[src/rtl/uart_fifo_txrx.sv]
// UART transceiver with a first-word-fall-through FIFO in each direction.
// TX drains its FIFO one 8N1-style frame at a time; RX queues good frames and reports BREAKs.

module uart_fifo_txrx_fifo #(
    parameter int WIDTH = 8,
    parameter int DEPTH = 8
) (
    input  logic             clk,
    input  logic             reset,
    input  logic             push,
    input  logic [WIDTH-1:0] push_data,
    input  logic             pop,
    output logic [WIDTH-1:0] head,
    output logic             empty,
    output logic             full
);
    localparam int AW = $clog2(DEPTH);

    logic [WIDTH-1:0] mem [DEPTH];
    logic [AW-1:0]    wptr_q, wptr_d, rptr_q, rptr_d;
    logic [AW:0]      count_q, count_d;
    logic             push_ok, pop_ok;

    always_comb begin
        push_ok = push && (count_q != (AW+1)'(DEPTH));
        pop_ok  = pop && (count_q != '0);
        wptr_d  = push_ok ? wptr_q + 1'b1 : wptr_q;
        rptr_d  = pop_ok ? rptr_q + 1'b1 : rptr_q;
        count_d = count_q + (AW+1)'(push_ok) - (AW+1)'(pop_ok);
    end

    always_ff @(posedge clk) begin
        if (reset) begin
            wptr_q  <= '0;
            rptr_q  <= '0;
            count_q <= '0;
        end else begin
            wptr_q  <= wptr_d;
            rptr_q  <= rptr_d;
            count_q <= count_d;
        end
    end

    always_ff @(posedge clk) begin
        if (push_ok) mem[wptr_q] <= push_data;
    end

    assign head  = mem[rptr_q];
    assign empty = (count_q == '0);
    assign full  = (count_q == (AW+1)'(DEPTH));
endmodule

module uart_fifo_txrx #(
    parameter int CLK_HZ       = 25000000,
    parameter int BIT_RATE     = 115200,
    parameter int PAYLOAD_BITS = 8,
    parameter int FIFO_DEPTH   = 8
) (
    input  logic                    clk,
    input  logic                    reset,
    input  logic                    rx,
    output logic                    tx,
    input  logic                    write,
    input  logic [PAYLOAD_BITS-1:0] write_data,
    input  logic                    read,
    output logic [PAYLOAD_BITS-1:0] read_data,
    output logic                    tx_fifo_empty,
    output logic                    tx_fifo_full,
    output logic                    rx_fifo_empty,
    output logic                    rx_fifo_full,
    output logic                    rx_break
);
    localparam int CPB = CLK_HZ / BIT_RATE;
    localparam int CW  = $clog2(CPB + 1);
    localparam int IW  = $clog2(PAYLOAD_BITS + 1);
    localparam logic [CW-1:0] CNT_LAST = CW'(CPB - 1);
    localparam logic [CW-1:0] CNT_HALF = CW'(CPB / 2 - 1);
    localparam logic [IW-1:0] IDX_LAST = IW'(PAYLOAD_BITS - 1);

    typedef enum logic [1:0] {IDLE, START, DATA, STOP} state_t;

    state_t                  tx_state_q, tx_state_d, rx_state_q, rx_state_d;
    logic [CW-1:0]           tx_cnt_q, tx_cnt_d, rx_cnt_q, rx_cnt_d;
    logic [IW-1:0]           tx_idx_q, tx_idx_d, rx_idx_q, rx_idx_d;
    logic [PAYLOAD_BITS-1:0] tx_shift_q, tx_shift_d, rx_shift_q, rx_shift_d;
    logic [PAYLOAD_BITS-1:0] read_data_q, read_data_d, tx_head, rx_head;
    logic                    tx_q, tx_d, rx_break_q, rx_break_d;
    logic                    rx_meta_q, rx_sync_q, rx_prev_q;
    logic                    tx_pop, rx_push;

    uart_fifo_txrx_fifo #(.WIDTH(PAYLOAD_BITS), .DEPTH(FIFO_DEPTH)) u_tx_fifo (
        .clk(clk), .reset(reset), .push(write), .push_data(write_data), .pop(tx_pop),
        .head(tx_head), .empty(tx_fifo_empty), .full(tx_fifo_full)
    );

    uart_fifo_txrx_fifo #(.WIDTH(PAYLOAD_BITS), .DEPTH(FIFO_DEPTH)) u_rx_fifo (
        .clk(clk), .reset(reset), .push(rx_push), .push_data(rx_shift_q), .pop(read),
        .head(rx_head), .empty(rx_fifo_empty), .full(rx_fifo_full)
    );

    always_comb begin
        tx_state_d = tx_state_q;
        tx_cnt_d   = tx_cnt_q + 1'b1;
        tx_idx_d   = tx_idx_q;
        tx_shift_d = tx_shift_q;
        tx_d       = tx_q;
        tx_pop     = 1'b0;
        case (tx_state_q)
            IDLE: begin
                tx_d     = 1'b1;
                tx_cnt_d = '0;
                if (!tx_fifo_empty) begin
                    tx_pop     = 1'b1;
                    tx_shift_d = tx_head;
                    tx_d       = 1'b0;
                    tx_state_d = START;
                end
            end
            START: if (tx_cnt_q == CNT_LAST) begin
                tx_cnt_d   = '0;
                tx_idx_d   = '0;
                tx_d       = tx_shift_q[0];
                tx_state_d = DATA;
            end
            DATA: if (tx_cnt_q == CNT_LAST) begin
                tx_cnt_d = '0;
                if (tx_idx_q == IDX_LAST) begin
                    tx_d       = 1'b1;
                    tx_state_d = STOP;
                end else begin
                    tx_idx_d   = tx_idx_q + 1'b1;
                    tx_shift_d = tx_shift_q >> 1;
                    tx_d       = tx_shift_d[0];
                end
            end
            STOP: if (tx_cnt_q == CNT_LAST) begin
                tx_cnt_d   = '0;
                tx_state_d = IDLE;
            end
            default: tx_state_d = IDLE;
        endcase
    end

    // Receiver: centre-samples each bit, timing everything from the synchronised falling edge.
    always_comb begin
        rx_state_d  = rx_state_q;
        rx_cnt_d    = rx_cnt_q + 1'b1;
        rx_idx_d    = rx_idx_q;
        rx_shift_d  = rx_shift_q;
        rx_push     = 1'b0;
        rx_break_d  = 1'b0;
        read_data_d = (read && !rx_fifo_empty) ? rx_head : read_data_q;
        case (rx_state_q)
            IDLE: begin
                rx_cnt_d = '0;
                if (rx_prev_q && !rx_sync_q) rx_state_d = START;
            end
            START: if (rx_cnt_q == CNT_HALF) begin
                rx_cnt_d   = '0;
                rx_idx_d   = '0;
                rx_state_d = rx_sync_q ? IDLE : DATA;
            end
            DATA: if (rx_cnt_q == CNT_LAST) begin
                rx_cnt_d   = '0;
                rx_shift_d = PAYLOAD_BITS'({rx_sync_q, rx_shift_q} >> 1);
                if (rx_idx_q == IDX_LAST) rx_state_d = STOP;
                else                      rx_idx_d   = rx_idx_q + 1'b1;
            end
            STOP: if (rx_cnt_q == CNT_LAST) begin
                rx_cnt_d   = '0;
                rx_state_d = IDLE;
                if (rx_sync_q)               rx_push    = 1'b1;
                else if (rx_shift_q == '0)   rx_break_d = 1'b1;
            end
            default: rx_state_d = IDLE;
        endcase
    end

    always_ff @(posedge clk) begin
        if (reset) begin
            tx_state_q  <= IDLE;
            tx_cnt_q    <= '0;
            tx_idx_q    <= '0;
            tx_shift_q  <= '0;
            tx_q        <= 1'b1;
            rx_state_q  <= IDLE;
            rx_cnt_q    <= '0;
            rx_idx_q    <= '0;
            rx_shift_q  <= '0;
            rx_break_q  <= 1'b0;
            rx_meta_q   <= 1'b1;
            rx_sync_q   <= 1'b1;
            rx_prev_q   <= 1'b1;
            read_data_q <= '0;
        end else begin
            tx_state_q  <= tx_state_d;
            tx_cnt_q    <= tx_cnt_d;
            tx_idx_q    <= tx_idx_d;
            tx_shift_q  <= tx_shift_d;
            tx_q        <= tx_d;
            rx_state_q  <= rx_state_d;
            rx_cnt_q    <= rx_cnt_d;
            rx_idx_q    <= rx_idx_d;
            rx_shift_q  <= rx_shift_d;
            rx_break_q  <= rx_break_d;
            rx_meta_q   <= rx;
            rx_sync_q   <= rx_meta_q;
            rx_prev_q   <= rx_sync_q;
            read_data_q <= read_data_d;
        end
    end

    assign tx        = tx_q;
    assign rx_break  = rx_break_q;
    assign read_data = read_data_q;
endmodule

[config.mk]
export PLATFORM = sky130hd
export DESIGN_NAME = uart_fifo_txrx
export DESIGN_NICKNAME = d
export VERILOG_FILES = /design/src/rtl/uart_fifo_txrx.sv
export SDC_FILE = /design/constraint.sdc
export NUM_CORES = 1
export LEC_CHECK = 0
export ABC_AREA = 1
export BUFFER_PORTS_ARGS = -buffer_cell sky130_fd_sc_hd__buf_2
export CAP_MARGIN = 15
export CORE_MARGIN = 1.5
export CORE_UTILIZATION = 62
export DETAILED_ROUTE_END_ITERATION = 6
export HOLD_SLACK_MARGIN = 0.08
export PLACE_DENSITY = 0.81
export SLEW_MARGIN = 25
export SYNTH_ARGS = -nofsm -noshare
export SYNTH_HDL_FRONTEND = slang
export SYNTH_SLANG_ARGS = --single-unit
[constraint.sdc]
create_clock -name clk -period 3 [get_ports clk]
set_clock_uncertainty 0.1 [all_clocks]
set_input_delay 0 -clock clk [delete_from_list [all_inputs] [get_ports clk]]
set_output_delay 0 -clock clk [all_outputs]
set_load 0.01 [all_outputs]
## Word level (Yosys, flattened, before mapping)

Memories as Yosys holds them, arrays and structs flattened. A register that Yosys moved wholly into a read port is not among the register bits.
Index checks and enable logic that the tools add are counted.
W data, S select, Z words.

- Output and inout port bits: 14
- Register bits: 69
- ROM bits: 0
- Memories: 2
- Bits in latches: 0
- Logic and storage cells: 138
- Input port bits: 13
- Memory bits (writable): 128

Memories:

| name | words | width | rd ports | clocked after memory_dff | wr ports | line | source |
|---|---|---|---|---|---|---|---|
| u_rx_fifo.mem | 8 | 8 | 1 | 1 | 1 | 19 | `logic [WIDTH-1:0] mem [DEPTH];` |
| u_tx_fifo.mem | 8 | 8 | 1 | 1 | 1 | 19 |  |

- Reduce and logical (&&, ||, !) cells: 29
- Mux-type cells: 47
- Bitwise gates (word level): 2
- Multipliers: 0
- Add/subtract/negate cells: 12
- Equality and inequality tests: 27
- Shift-type cells: 0
- $lt $le $gt $ge: 0
- Divide/modulo/power cells: 0

Operators with widths:

| cell | number |
|---|---|
| $mux W8 | 6 |
| $pmux W8 S2 | 2 |
| $mux W4 | 6 |
| $ne A2 B2 Y1 const B | 12 |
| $pmux W8 S3 | 1 |
| $mux W2 | 11 |
| $add A8 B1 Y8 const B | 2 |
| $eq A8 B8 Y1 const B | 2 |
| $pmux W2 S4 | 2 |
| $pmux W4 S2 | 2 |
| $mux W1 | 14 |
| $add A3 B1 Y3 const B | 4 |
| $reduce_and A4 Y1 | 3 |
| $reduce_and A5 Y1 | 2 |
| $add A4 B1 Y4 | 2 |
| $add A4 B1 Y4 const B | 2 |
| $eq A2 B2 Y1 const B | 4 |
| $eq A4 B3 Y1 const B | 2 |
| $eq A4 B4 Y1 const B | 2 |
| $eq A8 B7 Y1 const B | 1 |
| $logic_not A4 Y1 | 2 |
| $logic_not A8 Y1 | 1 |
| $ne A4 B4 Y1 const B | 2 |
| $reduce_bool A4 Y1 | 2 |
| other kinds (15) | 28 |

## Logic depth before layout (Yosys ltp)

Gate-level depths: netlist (run 1).

- Word-level depth: 6
- Mapped depth: 13
- Mapped depth without buffers: 13

## Modules after synthesis

From an unflattened synthesis (run 1), not the netlist that was laid out.

- Cell total of the unflattened synthesis: 1133
- Area total of the unflattened synthesis: 9972.1 um^2

Modules (own cells, without submodules):

| module | cells an instance | seq. area each (um^2) | area each (um^2) | times used |
|---|---|---|---|---|
| uart_fifo_txrx_fifo | 378 | 2182.1 | 3580.9 | 2 |
| uart_fifo_txrx | 377 | 1141.1 | 2810.2 | 1 |

## Worst setup path before layout (run 1)

No wires, ideal clock.

- Kind: reg-to-reg
- Start point: register u_rx_fifo.count_q[2]
- End point: register u_rx_fifo.count_q[2]
- Clock period less this slack: 2.188 ns
- Path buffers: 1
- Setup slack: 0.812 ns
- Setup time: 0.128 ns
- Required time: 2.772 ns
- Cell stages (with the launch flop): 14
- Data arrival time: 1.961 ns
- Cell sequence: dfxtp_1 -> inv_1 -> ha_1 -> nand3_1 -> nand2_1 -> inv_1 -> buf_2 -> ha_1 -> inv_1 -> ha_1 -> inv_1 -> fa_1 -> xor2_1 -> nor2_1

- Elaborated cells on any way between the ends: 6
- Those cells by class: add/sub (2); eq/ne (1); reduce/logical (3)

RTL lines:

| element | line | source |
|---|---|---|
| from (decl) | 21 | `logic [AW:0] count_q, count_d;` |
| from (signal assigned) | 40 | `count_q <= count_d;` |
| $reduce_bool A4 Y1 | 26 | `pop_ok = pop && (count_q != '0);` |
| $logic_and A1 B1 Y1 | 26 |  |
| via u_rx_fifo.pop_ok | 22 | `logic push_ok, pop_ok;` |
| $sub A4 B1 Y4 | 29 | `count_d = count_q + (AW+1)'(push_ok) - (AW+1)'(pop_ok);` |

The timed path passes the listed nets, and every way through them passes these cells.
A chain may end at the register's enable or synchronous reset.

## Final worst setup path (run 1)

- Start point: register tx_state_q[0]
- End point: register u_tx_fifo.count_q[2]

- Longest elaborated chain between the ends: 4

Ends and longest elaborated chain:

| element | line | source |
|---|---|---|
| from (decl) | 82 | `state_t tx_state_q, tx_state_d, rx_state_q, rx_state_d;` |
| from (signal assigned) | 196 | `tx_state_q <= tx_state_d;` |
| $logic_not A2 Y1 | 108 | `case (tx_state_q)` |
| $mux W1 | 108 |  |
| $logic_and A1 B1 Y1 | 26 |  |
| $sub A4 B1 Y4 | 29 |  |
| to (signal assigned) | 40 |  |
| to (decl) | 21 |  |

No other way between the ends.

==> results of run 1 <==
timing repair:
item | 4_1_cts | 5_1_grt
buffers inserted | 0 | 0
hold buffers | 13 | 0
hold endpoints to repair | 103 | 0
resized for setup | 0 | 0
layout make-up:
type | count | area (um^2)
sequential | 208 | 5445
fill | 946 | 3817
multi-input combinational | 573 | 2927
clock buffer | 27 | 563.0
timing repair buffer | 64 | 447.9
inverter | 80 | 300.3
tap | 180 | 225.2
clock inverter | 11 | 155.1
sequential cells by signal, summed over array words and instances (netlist names), 2 cells and up, named ones only:
signal / cells
read_data: 8
rx_cnt_q: 8
rx_idx_q: 4
rx_shift_q: 8
tx_cnt_q: 8
tx_idx_q: 4
tx_shift_q: 8
tx_state_q: 2
u_rx_fifo.count_q: 4
u_rx_fifo.mem: 64
u_rx_fifo.rptr_q: 3
u_rx_fifo.wptr_q: 3
u_tx_fifo.count_q: 4
u_tx_fifo.mem: 64
u_tx_fifo.rptr_q: 3
u_tx_fifo.wptr_q: 3
worst max-delay path: stages (launching register included):
cell and delay (ns):
dfxtp_1 0.37, inv_1 0.10, ha_1 0.24, nand2_1 0.10
inv_1 0.11, ha_1 0.30, inv_1 0.04, ha_1 0.19
fa_1 0.38, xnor2_1 0.16, nor2_1 0.05
layout by cell type, fill, tap and decap left out, drive strengths merged:
cell type    instances
or2                  5
nand2              166
edfxtp             128
dlygate4sd3         13
clkinv               8
fa                   2
inv                 79
nand3               81
o211ai              18
nor3                14
a31oi                2
nand4                4
o21ai               59
or3b                 1
nor4                 1
ha                  27
buf                 51
dfxtp               80
bufinv               4
nor3b                1
nand3b               2
xnor2                6
a21oi               53
nor2               127
clkbuf              27
xor2                 4
power by group:
group	switching, W	internal (W)
Sequential	0.000147	0.00326
Clock	0.00105	0.00167
Combinational	0.00146	0.000765
Total	0.00266	0.00570
logic make-up after synthesis:
kind of cell               count (synthesis)  share of synthesized area (%)
and+or+nand+nor                          402                          19.78
DFF                                      208                          61.70
AOI/OAI and AO/OA                        132                          8.109
buffers and inverters                    112                          5.146
adders and majority gates                 29                          4.281
xor gates and xnor gates                  10                         0.9923
stage by stage:
step / instance area [um^2] / setup WS, ns / total power [W]
4_1_cts: 10060 / 0.7340 / 0.008380
6_report: 10060 / 0.7364 / 0.008359
5_1_grt: 10060 / 0.5817 / 0.008832
3_3_place_gp: 9215 / 0.8009 / 0.005568
3_5_place_dp: 9215 / 0.7475 / 0.005648
2_1_floorplan: 8826 / 0.8116 / 0.005091
metal layers:
metal,vias to the layer above,GRT usage (%)
met2,204,43.96
li1,3124,-
met3,38,4.136
met1,2981,31.38
met5,-,0
met4,0,8.503
final timing paths:
check | from | endpoint | slack (ns) | depth (start not counted)
max | tx_state_q[0]$_SDFFE_PP0P_ | u_tx_fifo.count_q[2]$_SDFF_PP0_ | 0.74 | 10
min reg2reg | read_data[0]$_SDFFE_PP0P_ | read_data[0]$_SDFFE_PP0P_ | 0.36 | 2
min | write_data[3] | u_tx_fifo.mem[5][3]$_DFFE_PP_ | 0.22 | 2
max reg2reg | tx_state_q[0]$_SDFFE_PP0P_ | u_tx_fifo.count_q[2]$_SDFF_PP0_ | 0.74 | 10
==> metrics, run 1 <==
area delta synth->final=14.02%; CTS Buffer Depth=3; Clock transition at path regs=about 0.06 ns; Core ar.=approximately 14000 um^2; Critical Path End Type=flop; Synth area leader=edfxtp_1; Hold Fails Final Rpt=0; TritonCTS clock tree=done; CP max FO=7; drt first pass iters=5; Buffers on Ports=26; Worst IR Drop VDD=0.0006190 V; Commonest cells post-synth=nand2_1 (157), edfxtp_1 (128), nor2_1 (122); first-pass GRT wire length=approximately 29000 um; RSZ-0062 raised after global routing=no; Layout Cells excl Fill=1143; WL met3=~1000 um; initial core utilization=between 60% and 70%; GPL Wtd Cong=between 0.8 and 0.9; WL final=18180 um; setup violators final=0; clock sinks=208; CTS root buf=clkbuf_16; run status=completed; startpoint types=flop; routed vias=6347; post-synth cell types=36; Final nets=about 1000; Post-Syn Area per Cell=approximately 9.9 um^2; total track usage=around a quarter; Arrival @ worst endpoint=2.54 ns; WL met2=a little over 9000 um; row cnt=43; pin count of the biggest net entering global routing=34; diode count=0; Post-Syn Area=just under 9000 um^2; main area contributors after synthesis=edfxtp_1 (44%), dfxtp_1 (18%), nand2_1 (6.7%), nor2_1 (5.2%), nand3_1 (4.5%); share of cells above drive strength 1=between 10% and 20%; Die Span X=122.3 um; initial DRC count=553; Yosys warnings=0; hpwl dp=roughly 11000 um; top-count cell post-synth=nand2_1; die area=between 10000 and 15000 um^2; DR vias/cell=around 5.6; Placed Cells=1092; normalized max-slew margin=between 30% and 40%; Hold Crit Class=in2reg; H-tree Lvls=1; drc violations=0; met1 wire length=between 7000 and 8000 um; Overflow after GRT=0; wire length per cell=between 15 and 20 um; final worst-path cycle share=around 75%; I/O pin cnt=27; ANT nets after route=0; Pleak=~3.8 nW; Post-synth EDFFs=~130; CP Class=reg2reg; setup_tns=0 ns; max frequency=~440 MHz; cell count after synthesis=between 800 and 900; Top Layer Used=met4; Max Slew Vio Count=0; pwr/cell area=830.6 nW/um^2; ys async rst share=0%; initial antenna violation count=0; Min Clock Period, post-route=roughly 2.3 ns; Fin Hold WS=~0.22 ns; clk_lat worst skew=~0.49 ns; Yosys reg bits=208; fin util=72.50%; max cap viols=0; CP Data Required Time=~3.3 ns; dominant synthesized flop cell=edfxtp_1; Tightest Pin Transition=~1 ns; register area share after synthesis=61.70%; Die Ht=~120 um; vias in the first global route=roughly 6100; total CTS buffers=21; syn_nets=around 940; post-synth top area share=43.55%
Note: power is estimated with default switching activity, not from simulation.
==> run 2, diff against run 1 <==
- clock period: 3 -> 2.3 ns (I/O delays scaled with it)
==> metrics, run 2 (same netlist as run 1, synthesis figures left out) <==
run status=completed; clk_lat worst skew=0.48 ns (about the same); row cnt=43 (unchanged); Top Layer Used=met4; worst r2r path cells=10 (unchanged); initial core utilization=63.58% (unchanged); Clock transition at path regs=0.06 ns (about the same); pwr/cell area=1079 nW/um^2 (+30%); vias in the first global route=6070 (-0.78%); Setup WS post-layout=0.1575 ns (-0.5789 ns); CP Data Required Time=2.56 ns (-0.71 ns); WL met3=1105 um (+7.1%); CTS Buffer Depth=3 (unchanged); WHS Path Cells=2 (unchanged); max frequency=466.7 MHz (+5.7%); Arrival @ worst endpoint=2.40 ns (-0.14 ns); drc violations=0 (unchanged); diode count=0 (unchanged); Final nets=1004 (+1.4%); CTS root buf=clkbuf_16; Core ar.=13880 um^2 (unchanged); Crit path largest cell delay=0.38 ns (about the same); met1 wire length=7079 um (-6.9%); CP Class=reg2reg; Critical Path End Type=flop; Largest regs=u_rx_fifo.mem (64), u_tx_fifo.mem (64); first-pass GRT wire length=28590 um (-2.4%); startpoint types=flop; pre-CTS setup slack=0.1069 ns (-0.6405 ns); Placed Cells=1101 (+0.82%); Hold Crit Class=in2reg; die area=14960 um^2 (unchanged); RR Endpoint=u_tx_fifo.count_q[2]$_SDFF_PP0_; max cap viols=0 (unchanged); ANT nets after route=0 (unchanged); Die Span X=122.3 um (unchanged); share of cells above drive strength 1=12.91% (+1.6 points); Overflow after GRT=0 (unchanged); CP max FO=4 (-3); routed vias=6300 (-0.74%); H-tree Lvls=1 (unchanged); final worst-path cycle share=93.15% (+18 points); wire length per cell=14.99 um (-5.8%); most frequent cells in the layout=nand2_1 (156), edfxtp_1 (128), nor2_1 (122); Worst Hold Endpoint=u_tx_fifo.mem[5][0]$_DFFE_PP_; normalized max-slew margin=61.44% (+29 points); DR vias/cell=5.450 (-1.9%); pin count of the biggest net entering global routing=35 (+2.9%); Hold Fails Final Rpt=0 (unchanged); CP Cell Sequence=inv_1 > ha_1 > nand2_1 > inv_1 > ha_1 > inv_1 > ha_1 > fa_1 > xnor2_1 > nor2_1; setup violators final=0 (unchanged); hpwl dp=10860 um (-2.3%); R2R setup slack=0.16 ns (-0.58 ns); worst r2r src=tx_state_q[0]$_SDFFE_PP0P_; Min Clock Period, post-route=2.142 ns (-0.1211 ns); Buffers on Ports=26 (unchanged); Worst Hold Launch=write_data[0]; Max Slew Vio Count=0 (unchanged); WL met2=8613 um (-5.3%); I/O pin cnt=27 (unchanged); Worst IR Drop VDD=0.0007983 V (+29%); commonest non-fill, non-tap cell in the layout=nand2_1; Layout Cells excl Fill=1156 (+1.1%); Tightest Pin Transition=0.5778 ns (-0.4410 ns); initial DRC count=417 (-25%); crit path max-delay cell type=fa_1; total CTS buffers=21 (unchanged); area delta synth->final=15.45%; initial antenna violation count=0 (unchanged); drt first pass iters=5 (unchanged); clock sinks=208 (unchanged); Die Ht=122.3 um (unchanged); Pleak=3.826 nW (+1.7%); TritonCTS clock tree=done; GPL Wtd Cong=0.8063 (-3.8%); WL final=17320 um (-4.7%); total track usage=24.31% (-0.67 points)
[run 2: cell types whose count changed in the layout (fill, tap and decap cells not counted), moves of 2 or more]
cell | before | now
clkinvlp_4 | 0 | 2
dfxtp_2 | 0 | 2
clkinv_2 | 3 | 0
buf_4 | 25 | 40
dfxtp_1 | 80 | 78
[run 2: critical path: cells and delay by family, from the launching register on]
kind,cells,cell delay (ns)
buffers and inverters,3,0.18
adder cells (fa/ha/maj),4,1.08
XOR/XNOR,1,0.16
AND/OR/NAND/NOR,2,0.14
flip-flops,1,0.35
[run 2: per-stage QoR]
stage | util, % | area, um^2 | power [W] | TNS (ns) | hold slack, ns
6_report | 73.41 | 10190 | 0.01100 | 0 | 0.2229
4_1_cts | 73.03 | 10140 | 0.01105 | 0 | 0.2144
2_1_floorplan | - | 8826 | 0.006640 | 0 | -0.001131
3_5_place_dp | 66.87 | 9283 | 0.007450 | 0 | 0.1470
5_1_grt | 73.41 | 10190 | 0.01168 | -0.001442 | 0.2246
3_3_place_gp | 66.87 | 9283 | 0.007330 | 0 | 0.1587
[run 2: worst max-delay path by stage]
stage | endpoint | slack [ns] | start | cells past startpoint
3_5_place_dp | u_tx_fifo.count_q[2]$_SDFF_PP0_ | 0.11 | tx_state_q[0]$_SDFFE_PP0P_ | 10
4_1_cts | u_tx_fifo.count_q[2]$_SDFF_PP0_ | 0.10 | tx_state_q[0]$_SDFFE_PP0P_ | 10
6_report | u_tx_fifo.count_q[2]$_SDFF_PP0_ | 0.16 | tx_state_q[0]$_SDFFE_PP0P_ | 10
3_3_place_gp | u_tx_fifo.count_q[2]$_SDFF_PP0_ | 0.17 | tx_state_q[0]$_SDFFE_PP0P_ | 10
5_1_grt | u_rx_fifo.count_q[2]$_SDFF_PP0_ | -0.001 | rx_cnt_q[0]$_SDFF_PP0_ | 13
2_1_floorplan | u_rx_fifo.count_q[2]$_SDFF_PP0_ | 0.11 | u_rx_fifo.count_q[2]$_SDFF_PP0_ | 13
[run 2: area by class of cell]
class | count | area (um^2)
repair buffers | 78 | 550.5
inverters | 80 | 300.3
well taps | 180 | 225.2
clock inverters | 11 | 180.2
flip-flops and latches | 208 | 5448
multi-input cells | 573 | 2932
fillers | 928 | 3691
clock buffers | 26 | 554.3
[run 2: metal layers]
layer	global-route usage (%)	up-vias
met4	9.811	0
met5	0	-
met3	3.810	44
li1	-	3144
met1	31.32	2909
met2	41.38	203
[run 2: power breakdown]
group	switching, W	total, W	internal [W]
registers	0.000155	0.00441	0.00426
clock network	0.00131	0.00358	0.00227
logic	0.00195	0.00301	0.00105
[run 2: what timing repair did]
action	in CTS	in global routing
hold buffers	12	0
endpoints found under the setup margin	0	2
buffers inserted	0	6
gates resized for setup	0	5
hold endpoints to repair	104	0
